$ cat src/rtl/btn_conditioner.sv
// Push-button front end: 2-flop sync, debounce, press/auto-repeat pulse generation, pair conflict filter.
// Optional macro BTN_AUTOREPEAT_EN compiles in the hold/repeat timers (PRESSED->REPEAT path).
module btn_conditioner #(
  parameter int unsigned DEBOUNCE_CYCLES = 500000,
  parameter int unsigned HOLD_CYCLES     = 25000000,
  parameter int unsigned REPEAT_CYCLES   = 10000000
) (
  input  logic       clk,
  input  logic       rst,
  input  logic [3:0] btn_n,
  output logic       inc_min_pulse,
  output logic       dec_min_pulse,
  output logic       inc_hour_pulse,
  output logic       dec_hour_pulse,
  output logic [3:0] btn_held
);

  localparam int unsigned NB = 4;
  localparam int unsigned DW = $clog2(DEBOUNCE_CYCLES + 1);
`ifdef BTN_AUTOREPEAT_EN
  localparam int unsigned TMAX = (HOLD_CYCLES > REPEAT_CYCLES) ? HOLD_CYCLES : REPEAT_CYCLES;
  localparam int unsigned TW   = $clog2(TMAX + 1);
`endif

  typedef enum logic [1:0] {
    ST_IDLE,
    ST_PRESSED,
    ST_REPEAT
  } state_e;

  logic [NB-1:0] sync1_q, sync1_d;
  logic [NB-1:0] sync2_q, sync2_d;
  logic [NB-1:0] held_q, held_d;
  logic [DW-1:0] db_cnt_q [NB];
  logic [DW-1:0] db_cnt_d [NB];
  state_e        state_q  [NB];
  state_e        state_d  [NB];
  logic [NB-1:0] raw_pulse;
  logic [NB-1:0] pulse_q, pulse_d;
`ifdef BTN_AUTOREPEAT_EN
  logic [TW-1:0] tmr_q [NB];
  logic [TW-1:0] tmr_d [NB];
`endif

  // Synchroniser and debounce: accept a level after DEBOUNCE_CYCLES consecutive differing samples
  always_comb begin
    sync1_d = ~btn_n;
    sync2_d = sync1_q;
    held_d  = held_q;
    for (int i = 0; i < NB; i++) begin
      db_cnt_d[i] = '0;
      if (sync2_q[i] != held_q[i]) begin
        if (db_cnt_q[i] == DW'(DEBOUNCE_CYCLES - 1)) begin
          held_d[i] = ~held_q[i];
        end else begin
          db_cnt_d[i] = db_cnt_q[i] + DW'(1);
        end
      end
    end
  end

  // Per-channel press / auto-repeat FSM; release always wins over a due pulse
  always_comb begin
    raw_pulse = '0;
    for (int i = 0; i < NB; i++) begin
      state_d[i] = state_q[i];
`ifdef BTN_AUTOREPEAT_EN
      tmr_d[i] = tmr_q[i];
`endif
      case (state_q[i])
        ST_IDLE: begin
          if (held_q[i]) begin
            state_d[i]   = ST_PRESSED;
            raw_pulse[i] = 1'b1;
`ifdef BTN_AUTOREPEAT_EN
            tmr_d[i] = '0;
`endif
          end
        end
        ST_PRESSED: begin
          if (!held_q[i]) begin
            state_d[i] = ST_IDLE;
`ifdef BTN_AUTOREPEAT_EN
            tmr_d[i] = '0;
          end else if (tmr_q[i] == TW'(HOLD_CYCLES - 1)) begin
            state_d[i]   = ST_REPEAT;
            raw_pulse[i] = 1'b1;
            tmr_d[i]     = '0;
          end else begin
            tmr_d[i] = tmr_q[i] + TW'(1);
`endif
          end
        end
        ST_REPEAT: begin
`ifdef BTN_AUTOREPEAT_EN
          if (!held_q[i]) begin
            state_d[i] = ST_IDLE;
            tmr_d[i]   = '0;
          end else if (tmr_q[i] == TW'(REPEAT_CYCLES - 1)) begin
            raw_pulse[i] = 1'b1;
            tmr_d[i]     = '0;
          end else begin
            tmr_d[i] = tmr_q[i] + TW'(1);
          end
`else
          state_d[i] = ST_IDLE;
`endif
        end
        default: state_d[i] = ST_IDLE;
      endcase
    end
  end

  // Suppress a pair's pulses while both of its buttons are held
  always_comb begin
    logic conflict_min;
    logic conflict_hour;
    conflict_min  = held_q[0] & held_q[1];
    conflict_hour = held_q[2] & held_q[3];
    pulse_d = raw_pulse & ~{conflict_hour, conflict_hour, conflict_min, conflict_min};
  end

  always_ff @(posedge clk or negedge rst) begin
    if (!rst) begin
      sync1_q <= '0;
      sync2_q <= '0;
      held_q  <= '0;
      pulse_q <= '0;
      for (int i = 0; i < NB; i++) begin
        db_cnt_q[i] <= '0;
        state_q[i]  <= ST_IDLE;
`ifdef BTN_AUTOREPEAT_EN
        tmr_q[i] <= '0;
`endif
      end
    end else begin
      sync1_q <= sync1_d;
      sync2_q <= sync2_d;
      held_q  <= held_d;
      pulse_q <= pulse_d;
      for (int i = 0; i < NB; i++) begin
        db_cnt_q[i] <= db_cnt_d[i];
        state_q[i]  <= state_d[i];
`ifdef BTN_AUTOREPEAT_EN
        tmr_q[i] <= tmr_d[i];
`endif
      end
    end
  end

  assign inc_min_pulse  = pulse_q[0];
  assign dec_min_pulse  = pulse_q[1];
  assign inc_hour_pulse = pulse_q[2];
  assign dec_hour_pulse = pulse_q[3];
  assign btn_held       = held_q;

endmodule

$ cat config.mk
export PLATFORM = sky130hd
export DESIGN_NAME = btn_conditioner
export DESIGN_NICKNAME = d
export VERILOG_FILES = /design/src/rtl/btn_conditioner.sv
export SDC_FILE = /design/constraint.sdc
export NUM_CORES = 1
export LEC_CHECK = 0
export CORE_UTILIZATION = 42
export DETAILED_ROUTE_END_ITERATION = 8
export SYNTH_ARGS = -nofsm -noshare
export SYNTH_HDL_FRONTEND = slang
export SYNTH_SLANG_ARGS = --single-unit
$ cat constraint.sdc
create_clock -name clk -period 2.2 [get_ports clk]
set_input_delay 0.22 -clock clk [delete_from_list [all_inputs] [get_ports clk]]
set_output_delay 0.22 -clock clk [all_outputs]
set_load 0.05 [all_outputs]
==> flow_summary.yaml <==
status:
  status: "completed"
floorplan:
  core.rowCount: 37
  core_sq_um: 10400
  die_h_um: 106
  start_util_pct: 43.6
  die-area_sq_um: 11200
  pin_count: 14
  fp.dieW_um: 106
synth:
  async_reset_ff_share_pct: 100
  synth_edf_count: 0
  syn_nets: 459
  syn_inst: 445
  syn_area_sq_um: 4540
  syn_area_per_cell_sq_um: 10.2
  synthFlopType: "dfrtp_1"
  ys_ff_latch: 96
  netlist-cell-type-count: 35
  ys_warn_count: 0
  yosysSeqAreaShare_pct: 53.0
setup_path:
  start_kind: "flip-flop"
  critPathTopFamily: "simple AND/OR/NAND/NOR gates"
  crit_chain: "or4_1 > or4_4 > nor2_1 > mux2_2"
  cp-end-kind: "flip-flop"
  worst-setup-path-type: "flip-flop to flip-flop"
  critical_path.max_stage_delay_ns: 0.56
  critical_path_required_ns: 2.44
  critPathMaxFanout: 5
  cp.buffers_inverters: 0
  cp.arrival_ns: 2.38
  cpMaxStageDelayCell: "or4_1"
clock_network:
  postCtsSetupRepairBufs: 0
  htreeDepth: 3
  worst_skew_pair.late_latency_ns: 0.35
  root_buffer: "clkbuf_8"
  cts_tree: "built"
  clock_path_buffers: 2
  clk_pin_slew_ns: 0.10
  cts_buffers: 9
  cts_sinks: 96
placed_design:
  placed_cell_area_sq_um: 4870
  port_buffers: 13
  hpwlAfterDp_um: 5340
  gp_congestion: 0.796
pwr:
  power.leakage_nw: 2.06
  ir_worst_vdd_v: 0.000320
  powerDensity_nw_per_um2: 611
  fin_total_pwr_mw: 3.10
min_path:
  min_path_type: "input pin to async pin"
routing:
  antenna_left: 0
  drc_errors: 0
  via_per_inst: 5.28
  vias: 3212
  firstDrtPassIters: 4
  wl_um: 8040
  wl_per_cell_um: 13.2
  initialDrtViolationCount: 120
sta:
  fin_crit_sh_pct: 97.2
  finalSetupTns_ns: 0
  finalHoldViolCount: 0
  max_slew.worst_pin.slew_ns: 0.541
  setup_violations: 0
  skew_ns: 0.0142
  fmax_mhz: 468
  min_period_ns: 2.14
  slew_violations: 0
  max_slew_margin_pct: 63.8
  rsz0062_at_grt: "false"
global_routing:
  grt_use_total_pct: 15.8
  grt_start_max_net_pins: 60
  grt_pass1_vias: 2961
  grt_antenna_before_repair: 0
  grt_pass1_wl_um: 14200
  grt_overflow: 0
finish:
  antenna-diode-count: 0
  stdcell_area_sq_um: 5080
  area_delta_synth_final_pct: 11.9
  fill_cells: 959
  layout.nets: 481
  drive_gt1_share_pct: 7.42
job:
  maxCapViolations: 0
==> worst register-to-register path, stage by stage (launching register included) <==
cell and delay (ns):
dfrtp_1 0.43, or4_1 0.56, or4_4 0.56, nor2_1 0.13, mux2_2 0.35
==> layout by cell type (no fill, tap or decap), drive strengths merged, types with 2 or more instances in the layout <==
cell type       n
a21oi          23
clkdlybuf4s50  12
o31ai           9
nand4bb         2
and4            9
or3            18
clkinvlp        2
xor2           25
dfrtp          96
nand3          21
buf            10
nor2           56
xnor2          28
nor4bb          3
o21ai          18
and2            5
or4            12
nor4            6
a21boi          4
mux2            4
nand2          28
nand4          23
nor3            7
ha              8
clkbuf         10
and3            6
inv            21
==> through the flow <==
step           hold slack [ns]  cells  utilization (%)  setup slack, ns
3_3_place_gp            0.0520    591             46.8            0.157
5_1_grt                  0.190    608             48.7           0.0136
2_1_floorplan          -0.0756    445                -            0.203
3_5_place_dp            0.0496    591             46.8            0.130
6_report                 0.207    608             48.7           0.0621
4_1_cts                  0.191    608             48.7           0.0676
==> per-layer routing <==
metal / track usage [%] / up-vias / part of all wire, %
met5: 0 / - / 0
met4: 7.54 / 0 / 1.2
met3: 2.94 / 10 / 2.6
met2: 23.0 / 39 / 45
met1: 22.9 / 1547 / 51
li1: - / 1616 / -
==> path summary, 6_finish.rpt <==
kind | from | cells after the start | to | slack, ns
worst max-delay path | db_cnt_q[68]$_DFF_PN0_ | 4 | btn_held[0]$_DFFE_PN0P_ | 0.06
max in group asynchronous | rst | 3 | db_cnt_q[21]$_DFF_PN0_ | 1.38
worst max register to register | db_cnt_q[68]$_DFF_PN0_ | 4 | btn_held[0]$_DFFE_PN0P_ | 0.06
min in group clk | btn_n[3] | 2 | sync1_q[3]$_DFF_PN0_ | 0.33
worst min register to register | sync1_q[2]$_DFF_PN0_ | 0 | sync2_q[2]$_DFF_PN0_ | 0.36
worst min-delay path | rst | 2 | db_cnt_q[31]$_DFF_PN0_ | 0.21
==> registers in the layout (all words and copies together) (netlist names) <==
name and cells:
sync2_q 4, db_cnt_q 76, pulse_q 4, sync1_q 4
btn_held 4, state_q 4
==> Yosys cell counts (9+ instances only) <==
cell / number / area share [%]
nand4_1: 22 / 3.0
or3_1: 18 / 2.5
a21oi_1: 23 / 2.5
dfrtp_1: 96 / 53
and4_1: 9 / 1.7
clkbuf_1: 9 / 0.74
nand2_1: 28 / 2.3
xnor2_1: 28 / 5.4
nor2_1: 56 / 4.6
nand3_1: 20 / 2.2
or4_1: 11 / 1.8
inv_1: 19 / 1.6
o21ai_0: 15 / 1.7
xor2_1: 25 / 4.8
==> area by class of cell <==
type                            instances  area [sq um]  share of cell area, %
Multi-Input combinational cell        318          2010                   39.6
Timing Repair Buffer                   23           230                   4.53
Sequential cell                        96          2400                   47.3
Tap cell                              136           170                   3.35
Clock buffer                           10           128                   2.51
Clock inverter                          6          67.6                   1.33
Inverter                               19          71.3                   1.40
==> kinds of logic (layout without fill, tap and decap cells) <==
kind of cell,count (synthesis),in the layout,share of synthesized area (%)
flops,96,96,53.0
compound gates,54,54,7.03
simple gates,199,199,23.8
xor+xnor,53,53,10.2
buf+inv,31,58,2.79
mux,4,4,0.993
fa+ha+maj,8,8,2.21
==> what timing repair did <==
| item | 4_1_cts | 5_1_grt |
|---|---|---|
| endpoints found under the setup margin | 0 | 0 |
| endpoints found under the hold margin | 89 | 0 |
| gates resized for setup | 0 | 0 |
| hold buffers | 1 | 0 |
==> where the power goes <==
| group | switching [mW] | internal, mW | total [mW] | leakage, nW |
|---|---|---|---|---|
| combinational | 0.0786 | 0.0440 | 0.123 | 0.658 |
| clock | 0.636 | 0.533 | 1.17 | 0.0933 |
| sequential | 0.0230 | 1.79 | 1.81 | 1.31 |
No activity file was read; power rests on OpenSTA's default activity.
